### src/rtl/spike_det_pkg.sv
// -----------------------------------------------------------------------------
// spike_det_pkg
// Shared types and constants for the spike detector.
//   - det_state_e   : detection FSM states (calibration, idle, peak, refractory)
//   - SAMPLE_W      : width of the signed emphasised sample
//   - ABS_W         : width of the saturated |p| magnitude
//   - THR_W / CNT_W : threshold and spike-counter widths
//   - SPIKE_CNT_MAX : saturation value of the spike counter
//   - abs_sat()     : |p| saturated to ABS_W bits
// -----------------------------------------------------------------------------
package spike_det_pkg;

    localparam int SAMPLE_W = 12;
    localparam int ABS_W    = 11;
    localparam int THR_W    = 16;
    localparam int CNT_W    = 16;

    localparam logic [CNT_W-1:0] SPIKE_CNT_MAX = {CNT_W{1'b1}};

    typedef enum logic [1:0] {
        ST_CALIB   = 2'd0,
        ST_IDLE    = 2'd1,
        ST_PEAK    = 2'd2,
        ST_REFRACT = 2'd3
    } det_state_e;

    // Magnitude of a signed sample. The most negative code has no positive
    // counterpart in ABS_W bits, so it clips to the largest magnitude.
    function automatic logic [ABS_W-1:0] abs_sat(input logic signed [SAMPLE_W-1:0] s);
        logic [SAMPLE_W-1:0] mag;
        mag = s[SAMPLE_W-1] ? -s : s;
        return mag[SAMPLE_W-1] ? {ABS_W{1'b1}} : mag[ABS_W-1:0];
    endfunction

endpackage

### src/rtl/spike_detector_if.sv
// -----------------------------------------------------------------------------
// spike_detector_if
// Sample input and spike-event outputs of the spike detector.
//   p         : signed emphasised sample, one per clock (master -> slave)
//   spike     : one-cycle pulse per detected spike      (slave -> master)
//   peak      : excursion maximum, valid with spike      (slave -> master)
//   thr       : current adaptive threshold               (slave -> master)
//   thr_valid : first threshold window has completed     (slave -> master)
//   spike_cnt : saturating spike count                   (slave -> master)
// The upstream stage / readout side uses the master modport, the detector
// uses the slave modport.
// -----------------------------------------------------------------------------
interface spike_detector_if;
    import spike_det_pkg::*;

    logic signed [SAMPLE_W-1:0] p;
    logic                       spike;
    logic signed [SAMPLE_W-1:0] peak;
    logic [THR_W-1:0]           thr;
    logic                       thr_valid;
    logic [CNT_W-1:0]           spike_cnt;

    modport master (
        output p,
        input  spike, peak, thr, thr_valid, spike_cnt
    );

    modport slave (
        input  p,
        output spike, peak, thr, thr_valid, spike_cnt
    );

endinterface

### src/rtl/thr_estimator.sv
// -----------------------------------------------------------------------------
// thr_estimator
// Adaptive threshold: THR_MULT times the block mean of |p_r| over windows of
// 2^LOG2_WIN samples, floored at THR_MIN.
// Ports:
//   clk, rst  : clock, asynchronous active-high reset
//   p_r       : registered input sample
//   p_vld     : p_r holds a real sample (low only for the reset value)
//   thr       : registered threshold, updated at each window end
//   thr_valid : set when the first window completes, then stays set
//   thr_load  : combinational strobe, high in the cycle whose edge loads thr
// -----------------------------------------------------------------------------
module thr_estimator
    import spike_det_pkg::*;
#(
    parameter int LOG2_WIN = 8,
    parameter int THR_MULT = 8,
    parameter int THR_MIN  = 16
) (
    input  logic                       clk,
    input  logic                       rst,
    input  logic signed [SAMPLE_W-1:0] p_r,
    input  logic                       p_vld,
    output logic [THR_W-1:0]           thr,
    output logic                       thr_valid,
    output logic                       thr_load
);

    // Wide enough to sum 2^LOG2_WIN full-scale magnitudes without overflow.
    localparam int ACC_W = ABS_W + LOG2_WIN;

    logic [ACC_W-1:0]    acc_q, acc_d, acc_sum;
    logic [LOG2_WIN-1:0] cnt_q, cnt_d;
    logic [THR_W-1:0]    thr_q, thr_d;
    logic                thr_valid_q, thr_valid_d;
    logic [ABS_W-1:0]    p_abs;
    logic [ABS_W-1:0]    mean;
    logic [THR_W-1:0]    scaled;
    logic                win_end;

    // NOTE: every signal assigned in always_comb gets a default first, so no
    // path leaves it unassigned and no latch is inferred.
    always_comb begin
        acc_d       = acc_q;
        cnt_d       = cnt_q;
        thr_d       = thr_q;
        thr_valid_d = thr_valid_q;

        p_abs   = abs_sat(p_r);
        // The window total includes the sample registered at this edge.
        acc_sum = acc_q + ACC_W'(p_abs);
        mean    = ABS_W'(acc_sum >> LOG2_WIN);
        scaled  = THR_W'(mean) * THR_W'(THR_MULT);
        win_end = p_vld && (cnt_q == {LOG2_WIN{1'b1}});

        if (p_vld) begin
            // Counter wraps to zero at the window end by itself.
            cnt_d = cnt_q + LOG2_WIN'(1);
            acc_d = win_end ? '0 : acc_sum;
        end

        if (win_end) begin
            thr_d       = (scaled > THR_W'(THR_MIN)) ? scaled : THR_W'(THR_MIN);
            thr_valid_d = 1'b1;
        end
    end

    // NOTE: sequential state uses non-blocking assignments so every flop
    // samples the pre-edge value of every other flop.
    always_ff @(posedge clk or posedge rst) begin
        if (rst) begin
            acc_q       <= '0;
            cnt_q       <= '0;
            thr_q       <= '0;
            thr_valid_q <= 1'b0;
        end else begin
            acc_q       <= acc_d;
            cnt_q       <= cnt_d;
            thr_q       <= thr_d;
            thr_valid_q <= thr_valid_d;
        end
    end

    assign thr       = thr_q;
    assign thr_valid = thr_valid_q;
    assign thr_load  = win_end;

endmodule

### src/rtl/spike_detector.sv
// -----------------------------------------------------------------------------
// spike_detector
// Detects above-threshold excursions of the emphasised sample stream, emits a
// one-cycle spike with the excursion peak when each excursion ends (or is
// forced at MAX_LEN samples), then ignores the input for REFRACT samples.
// Ports:
//   clk  : system clock, one sample per rising edge
//   rst  : asynchronous active-high reset
//   bus  : spike_detector_if.slave (p in; spike, peak, thr, thr_valid,
//          spike_cnt out)
// Build option:
//   SPIKE_DET_PEAK_EN : when defined, peak tracking is built in; otherwise
//                       peak is tied to zero.
// -----------------------------------------------------------------------------
module spike_detector
    import spike_det_pkg::*;
#(
    parameter int LOG2_WIN = 8,
    parameter int THR_MULT = 8,
    parameter int THR_MIN  = 16,
    parameter int REFRACT  = 32,
    parameter int MAX_LEN  = 64
) (
    input  logic             clk,
    input  logic             rst,
    spike_detector_if.slave  bus
);

    localparam int LEN_W = $clog2(MAX_LEN + 1);
    localparam int REF_W = $clog2(REFRACT + 1);

    logic signed [SAMPLE_W-1:0] p_r_q, p_r_d;
    logic                       p_vld_q, p_vld_d;
    det_state_e                 state_q, state_d;
    logic [LEN_W-1:0]           len_q, len_d, len_inc;
    logic [REF_W-1:0]           rcnt_q, rcnt_d;
    logic                       spike_q, spike_d;
    logic [CNT_W-1:0]           spike_cnt_q, spike_cnt_d;
    logic [THR_W-1:0]           thr_cur;
    logic                       thr_valid_cur;
    logic                       thr_load;
    logic                       above;
    logic                       fire;

`ifdef SPIKE_DET_PEAK_EN
    logic signed [SAMPLE_W-1:0] peak_reg_q, peak_reg_d;
    logic signed [SAMPLE_W-1:0] peak_q, peak_d;
`endif

    thr_estimator #(
        .LOG2_WIN (LOG2_WIN),
        .THR_MULT (THR_MULT),
        .THR_MIN  (THR_MIN)
    ) u_thr_est (
        .clk       (clk),
        .rst       (rst),
        .p_r       (p_r_q),
        .p_vld     (p_vld_q),
        .thr       (thr_cur),
        .thr_valid (thr_valid_cur),
        .thr_load  (thr_load)
    );

    always_comb begin
        p_r_d       = bus.p;
        p_vld_d     = 1'b1;
        state_d     = state_q;
        len_d       = len_q;
        rcnt_d      = rcnt_q;
        spike_d     = 1'b0;
        spike_cnt_d = spike_cnt_q;
        fire        = 1'b0;

        // Strictly positive and strictly above the threshold currently held;
        // a threshold loaded at this edge only affects the next compare.
        above   = !p_r_q[SAMPLE_W-1] && (p_r_q != '0) &&
                  (THR_W'(p_r_q[ABS_W-1:0]) > thr_cur);
        len_inc = len_q + LEN_W'(1);

        case (state_q)
            ST_CALIB: begin
                if (thr_load) begin
                    state_d = ST_IDLE;
                end
            end
            ST_IDLE: begin
                if (above) begin
                    state_d = ST_PEAK;
                    len_d   = LEN_W'(1);
                end
            end
            ST_PEAK: begin
                if (above) begin
                    len_d = len_inc;
                    if (len_inc == LEN_W'(MAX_LEN)) begin
                        fire = 1'b1;
                    end
                end else begin
                    fire = 1'b1;
                end
            end
            ST_REFRACT: begin
                // The input is ignored for the whole count, including the
                // sample present on the cycle that returns to IDLE.
                rcnt_d = rcnt_q + REF_W'(1);
                if (rcnt_q == REF_W'(REFRACT - 1)) begin
                    state_d = ST_IDLE;
                    rcnt_d  = '0;
                end
            end
            default: begin
                state_d = ST_CALIB;
            end
        endcase

        if (fire) begin
            spike_d = 1'b1;
            state_d = ST_REFRACT;
            len_d   = '0;
            rcnt_d  = '0;
            if (spike_cnt_q != SPIKE_CNT_MAX) begin
                spike_cnt_d = spike_cnt_q + CNT_W'(1);
            end
        end
    end

`ifdef SPIKE_DET_PEAK_EN
    always_comb begin
        peak_reg_d = peak_reg_q;
        peak_d     = peak_q;
        if ((state_q == ST_IDLE) && above) begin
            peak_reg_d = p_r_q;
        end else if ((state_q == ST_PEAK) && above && (p_r_q > peak_reg_q)) begin
            peak_reg_d = p_r_q;
        end
        // Taken from the updated running peak so a forced exit at MAX_LEN
        // includes the sample that triggered it.
        if (fire) begin
            peak_d = peak_reg_d;
        end
    end

    always_ff @(posedge clk or posedge rst) begin
        if (rst) begin
            peak_reg_q <= '0;
            peak_q     <= '0;
        end else begin
            peak_reg_q <= peak_reg_d;
            peak_q     <= peak_d;
        end
    end

    assign bus.peak = peak_q;
`else
    assign bus.peak = '0;
`endif

    always_ff @(posedge clk or posedge rst) begin
        if (rst) begin
            p_r_q       <= '0;
            p_vld_q     <= 1'b0;
            state_q     <= ST_CALIB;
            len_q       <= '0;
            rcnt_q      <= '0;
            spike_q     <= 1'b0;
            spike_cnt_q <= '0;
        end else begin
            p_r_q       <= p_r_d;
            p_vld_q     <= p_vld_d;
            state_q     <= state_d;
            len_q       <= len_d;
            rcnt_q      <= rcnt_d;
            spike_q     <= spike_d;
            spike_cnt_q <= spike_cnt_d;
        end
    end

    assign bus.spike     = spike_q;
    assign bus.thr       = thr_cur;
    assign bus.thr_valid = thr_valid_cur;
    assign bus.spike_cnt = spike_cnt_q;

endmodule

### src/flat_wrapper.sv
// flat-port wrapper written by rule: the top's interface ports become plain ports
module spike_detector_flat import spike_det_pkg::*;
#(
    parameter int LOG2_WIN = 8,
    parameter int THR_MULT = 8,
    parameter int THR_MIN  = 16,
    parameter int REFRACT  = 32,
    parameter int MAX_LEN  = 64
)
  (clk, rst, bus_p, bus_spike, bus_peak, bus_thr, bus_thr_valid, bus_spike_cnt);
  spike_detector_if bus_i ();
  input  logic clk;
  input  logic rst;
  input wire logic [$bits(bus_i.p)-1:0] bus_p;
  output wire logic [$bits(bus_i.spike)-1:0] bus_spike;
  output wire logic [$bits(bus_i.peak)-1:0] bus_peak;
  output wire logic [$bits(bus_i.thr)-1:0] bus_thr;
  output wire logic [$bits(bus_i.thr_valid)-1:0] bus_thr_valid;
  output wire logic [$bits(bus_i.spike_cnt)-1:0] bus_spike_cnt;
  assign bus_i.p = bus_p;
  assign bus_spike = bus_i.spike;
  assign bus_peak = bus_i.peak;
  assign bus_thr = bus_i.thr;
  assign bus_thr_valid = bus_i.thr_valid;
  assign bus_spike_cnt = bus_i.spike_cnt;
  spike_detector #(.LOG2_WIN(LOG2_WIN), .THR_MULT(THR_MULT), .THR_MIN(THR_MIN), .REFRACT(REFRACT), .MAX_LEN(MAX_LEN)) u_core (.clk(clk), .rst(rst), .bus(bus_i));
endmodule
### config.mk
export PLATFORM = sky130hd
export DESIGN_NAME = spike_detector_flat
export DESIGN_NICKNAME = d
export VERILOG_FILES = /design/src/rtl/spike_det_pkg.sv /design/src/rtl/spike_detector_if.sv /design/src/rtl/thr_estimator.sv /design/src/rtl/spike_detector.sv /design/src/flat_wrapper.sv
export SDC_FILE = /design/constraint.sdc
export NUM_CORES = 1
export LEC_CHECK = 0
export CORE_MARGIN = 2
export CORE_UTILIZATION = 45
export CTS_BUF_LIST = sky130_fd_sc_hd__clkbuf_16
export DETAILED_ROUTE_END_ITERATION = 10
export GPL_TIMING_DRIVEN = 0
export PLACE_DENSITY = 0.76
export SKIP_LAST_GASP = 1
export SLEW_MARGIN = 20
export SYNTH_ARGS = -nofsm -noshare
export SYNTH_HDL_FRONTEND = slang
export SYNTH_HIERARCHICAL = 1
export SYNTH_SLANG_ARGS = --single-unit
export TNS_END_PERCENT = 10
### constraint.sdc
create_clock -name clk -period 3.4 [get_ports clk]
set_clock_uncertainty 0.05 [all_clocks]
set_input_delay 0.68 -clock clk [delete_from_list [all_inputs] [get_ports clk]]
set_output_delay 0.68 -clock clk [all_outputs]
set_load 0.005 [all_outputs]
==> impl_metrics.csv <==
group,metric,value,unit
detailed_routing,vias_per_cell,5.58,
clock_network,cts_buffers,9,
timing,tns,-0.237,ns
floorplanning,std_cell_rows,39,
detailed_routing,ant_nets,0,
floorplanning,dieArea,12300,µm²
global_routing,grt_pass1_wl,20000,µm
finish,drive_gt1_frac,0.184,
clock_network,insertion_delay,0.34,ns
logic_synthesis,avgSynthCellArea,9.54,µm²
pwr,power_leakage,2.79,nW
detailed_routing,first_iter_violations,315,
timing,final_hold_viol_count,0,
detailed_routing,routedWlPerCell,15.5,µm
timing,clock.fmax,0.285,GHz
worst_setup_path,cp.arrival,3.69,ns
clock_network,clock-sinks,84,
clock_network,cts_tree,"built",
clock_network,clk_pin_slew,0.06,ns
worst_setup_path,path_common_cell,"buf_4",
pwr,pwr-share-comb,0.449,
finish,nNetsFinal,675,
logic_synthesis,ys_seq_elements,84,
timing,drv_slew,0,
logic_synthesis,synth_area_leader_cell,"dfrtp_1",
finish,num-fill-cells,928,
timing,tightest_slew,0.710,ns
clock_network,cts-root-buf,"clkbuf_16",
detailed_routing,drt-total-wl,12000,µm
place,dp_slack,-0.443,ns
logic_synthesis,synth_ff_type,"dfrtp_1",
floorplanning,fp.dieW,111,µm
logic_synthesis,ys.warnings.count,6,
pwr,power_switching,0.00164,W
job,drv_cap,0,
finish,finish.utilization,0.573,
global_routing,grt_pass1_vias,4215,
worst_setup_path,worst-path-max-fanout,7,
pwr,peakVddDrop,0.000290,V
pwr,powerDensity,648,nW/µm²
global_routing,grt_overflow_total,0,
min_path,hold_path_class,"reg -> reg",
floorplanning,start_util,0.456,
worst_setup_path,crit_type,"reg -> reg",
logic_synthesis,postSynth.asyncResetShare,1.00,
timing,finalSetupViolCount,6,
global_routing,grt_max_degree,26,
logic_synthesis,yosysSeqAreaShare,0.409,
clock_network,cts_max_level,3,
worst_setup_path,crit_chain,"or3_4, nor2_4, nand2_2, nor3_4, buf_4, buf_4, inv_1, a31oi_1, ha_2, and3_1, and3_4, or3_1, a21oi_1, o2111ai_2, o21a_1",
detailed_routing,drtPass1Iterations,5,
floorplanning,die_h,111,µm
timing,fin_ws,-0.108,ns
worst_setup_path,cpPeakStageDelay,0.41,ns
logic_synthesis,synth_area,5140,µm²
logic_synthesis,synth_edf_count,0,
clock_network,cts_buffer_depth,2,
floorplanning,placeableCoreArea,11300,µm²
detailed_routing,drcViolationCount,0,
worst_setup_path,startpoint_type,"register",
logic_synthesis,synthCells,539,
finish,n_antenna_cell,0,
pwr,internal-power,0.00255,W
timing,rsz0062_at_grt,"yes",
timing,relSlewSlack,0.523,
logic_synthesis,ys_types,72,
pwr,swShare,0.392,
outcome,failed_checks,"negative setup slack",
outcome,status,"finished with violations",
worst_setup_path,end_kind,"register",
pwr,seqPwrFrac,0.333,
detailed_routing,routed-via-count,4316,
pwr,clockPowerShare,0.218,
global_routing,track_usage,0.196,
place,io_buffers,42,
timing,fin_crit_sh,1.03,
pwr,report.power.total,0.00419,W
floorplanning,io_pins,60,
clock_network,cts_hold_buffers,0,
global_routing,antenna_found_initial,0,
worst_setup_path,critPathRequiredTime,3.58,ns
place,gp_congestion,0.865,
worst_setup_path,cpMaxStageDelayCell,"or3_4",
timing,min_period,3.51,ns
logic_synthesis,ys_top_cells_by_area,"dfrtp_1 41%, ha_1 8.0%, nand2_1 4.4%",
place,hpwl,8410,µm
finish,area_delta_synth_final,25.6,%
logic_synthesis,synth_top_cell_area_share,0.409,
## synth_stat cells (6+ instances only)
master     count
dfrtp_1       84
a21oi_1       19
clkbuf_1       8
nand2b_1       8
o21ai_0       32
ha_1          33
inv_1         29
o31ai_1        6
nor2b_1        6
buf_4         19
nor2_1        21
xnor2_1       25
xor2_1        19
o2bb2ai_1     12
nand2_1       60
nand3_1       23
nand4_1       16
and3_1         9
nor3_1         8
## flip-flops by register name, indices dropped and copies added (netlist names)
register                    count
u_core/bus.spike                1
u_core/bus.spike_cnt           16
u_core/len_q                    7
u_core/p_r_q                   12
u_core/p_vld_q                  1
u_core/rcnt_q                   6
u_core/state_q                  2
u_core/u_thr_est/acc_q         19
u_core/u_thr_est/cnt_q          8
u_core/u_thr_est/thr           11
u_core/u_thr_est/thr_valid      1
## path summary, 6_finish.rpt
path / startpoint / endpoint / slack [ns] / cells after the start
worst max-delay path: u_core/p_r_q[3] / u_core/u_thr_est/thr[3] / -0.11 / 15
worst max register to register: u_core/p_r_q[3] / u_core/u_thr_est/thr[3] / -0.11 / 15
max in group asynchronous: rst / u_core/len_q[6] / 2.12 / 3
worst min register to register: u_core/u_thr_est/cnt_q[3] / u_core/u_thr_est/cnt_q[3] / 0.41 / 1
worst min-delay path: u_core/u_thr_est/cnt_q[3] / u_core/u_thr_est/cnt_q[3] / 0.41 / 1
min in group asynchronous: rst / u_core/u_thr_est/cnt_q[5] / 0.66 / 2
## metrics by stage
stage          instances  hold slack, ns  area, µm²
5_1_grt              774           0.437       6460
3_5_place_dp         741           0.406       5860
6_report             774           0.414       6460
2_1_floorplan        554           0.388       5210
4_1_cts              769           0.418       6310
3_3_place_gp         739           0.400       5810
## critical path, delay by kind of cell, from the launching register on
kind / cells / cell delay [ns]
flip-flops: 1 / 0.38
AO/OA/AOI/OAI: 4 / 0.77
AND/OR/NAND/NOR: 7 / 1.54
adder cells (fa/ha/maj): 1 / 0.36
buffers and inverters: 3 / 0.30
## per-layer routing
layer / track usage / share of wire
met1: 0.249 / 0.42
met2: 0.334 / 0.50
met4: 0.0650 / 0.017
met3: 0.0426 / 0.057
met5: 0 / 0
## cells in the final DEF (no fill, tap or decap), types with 4 or more instances in the layout
master	n
dfrtp_1	83
nand2_1	56
clkdlybuf4s50_1	42
buf_4	36
inv_1	27
ha_1	27
o21ai_0	26
xnor2_1	25
nand3_1	22
nor2_1	20
xor2_1	19
conb_1	18
a21oi_1	17
nand4_1	16
o2bb2ai_1	12
clkbuf_16	9
and3_1	9
nand2b_1	8
clkbuf_1	8
nor2b_1	6
nor3_1	6
o211ai_1	5
a21o_1	5
mux2i_1	5
buf_2	5
or3_1	4
nor4_1	4
o21a_1	4
o21ai_1	4
mux2_2	4
nor3b_1	4
o31ai_1	4
nand2_2	4
o21ai_2	4
## power by group through the flow
stage | logic (W) | clock network, W | registers [W]
floorplan | 0.00126 | 0 | 0.00136
global placement | 0.00154 | 0 | 0.00138
detailed placement | 0.00161 | 0 | 0.00140
CTS | 0.00172 | 0.000943 | 0.00138
global route | 0.00208 | 0.000979 | 0.00142
finish | 0.00188 | 0.000914 | 0.00139
## kinds of logic after synthesis
group                    count (synthesis)  synth area share
XOR/XNOR                                44            0.0749
AO/OA/AOI/OAI                          115             0.153
AND/OR/NAND/NOR                        186             0.194
flip-flops                              84             0.409
adder cells (fa/ha/maj)                 34            0.0842
buffers and inverters                   63            0.0625
multiplexers                            10            0.0207
other                                    3           0.00219
## area by class of cell
class                      count  area, µm²  share of cell area
inverter                      29        109              0.0169
buffer                        34        213              0.0329
clock buffer                   9        225              0.0349
clock inverter                 6       46.3             0.00717
sequential                    84       2100               0.326
timing repair buffer          61        596              0.0922
tap                          143        179              0.0277
multi-input combinational    408       2990               0.463
## what timing repair did
action	4_1_cts	5_1_grt
cloned	1	0
pin swaps	16	15
endpoints found under the setup margin	20	19
gates resized for setup	21	22
setup buffers	12	5
Note: power is estimated with default switching activity, not from simulation.
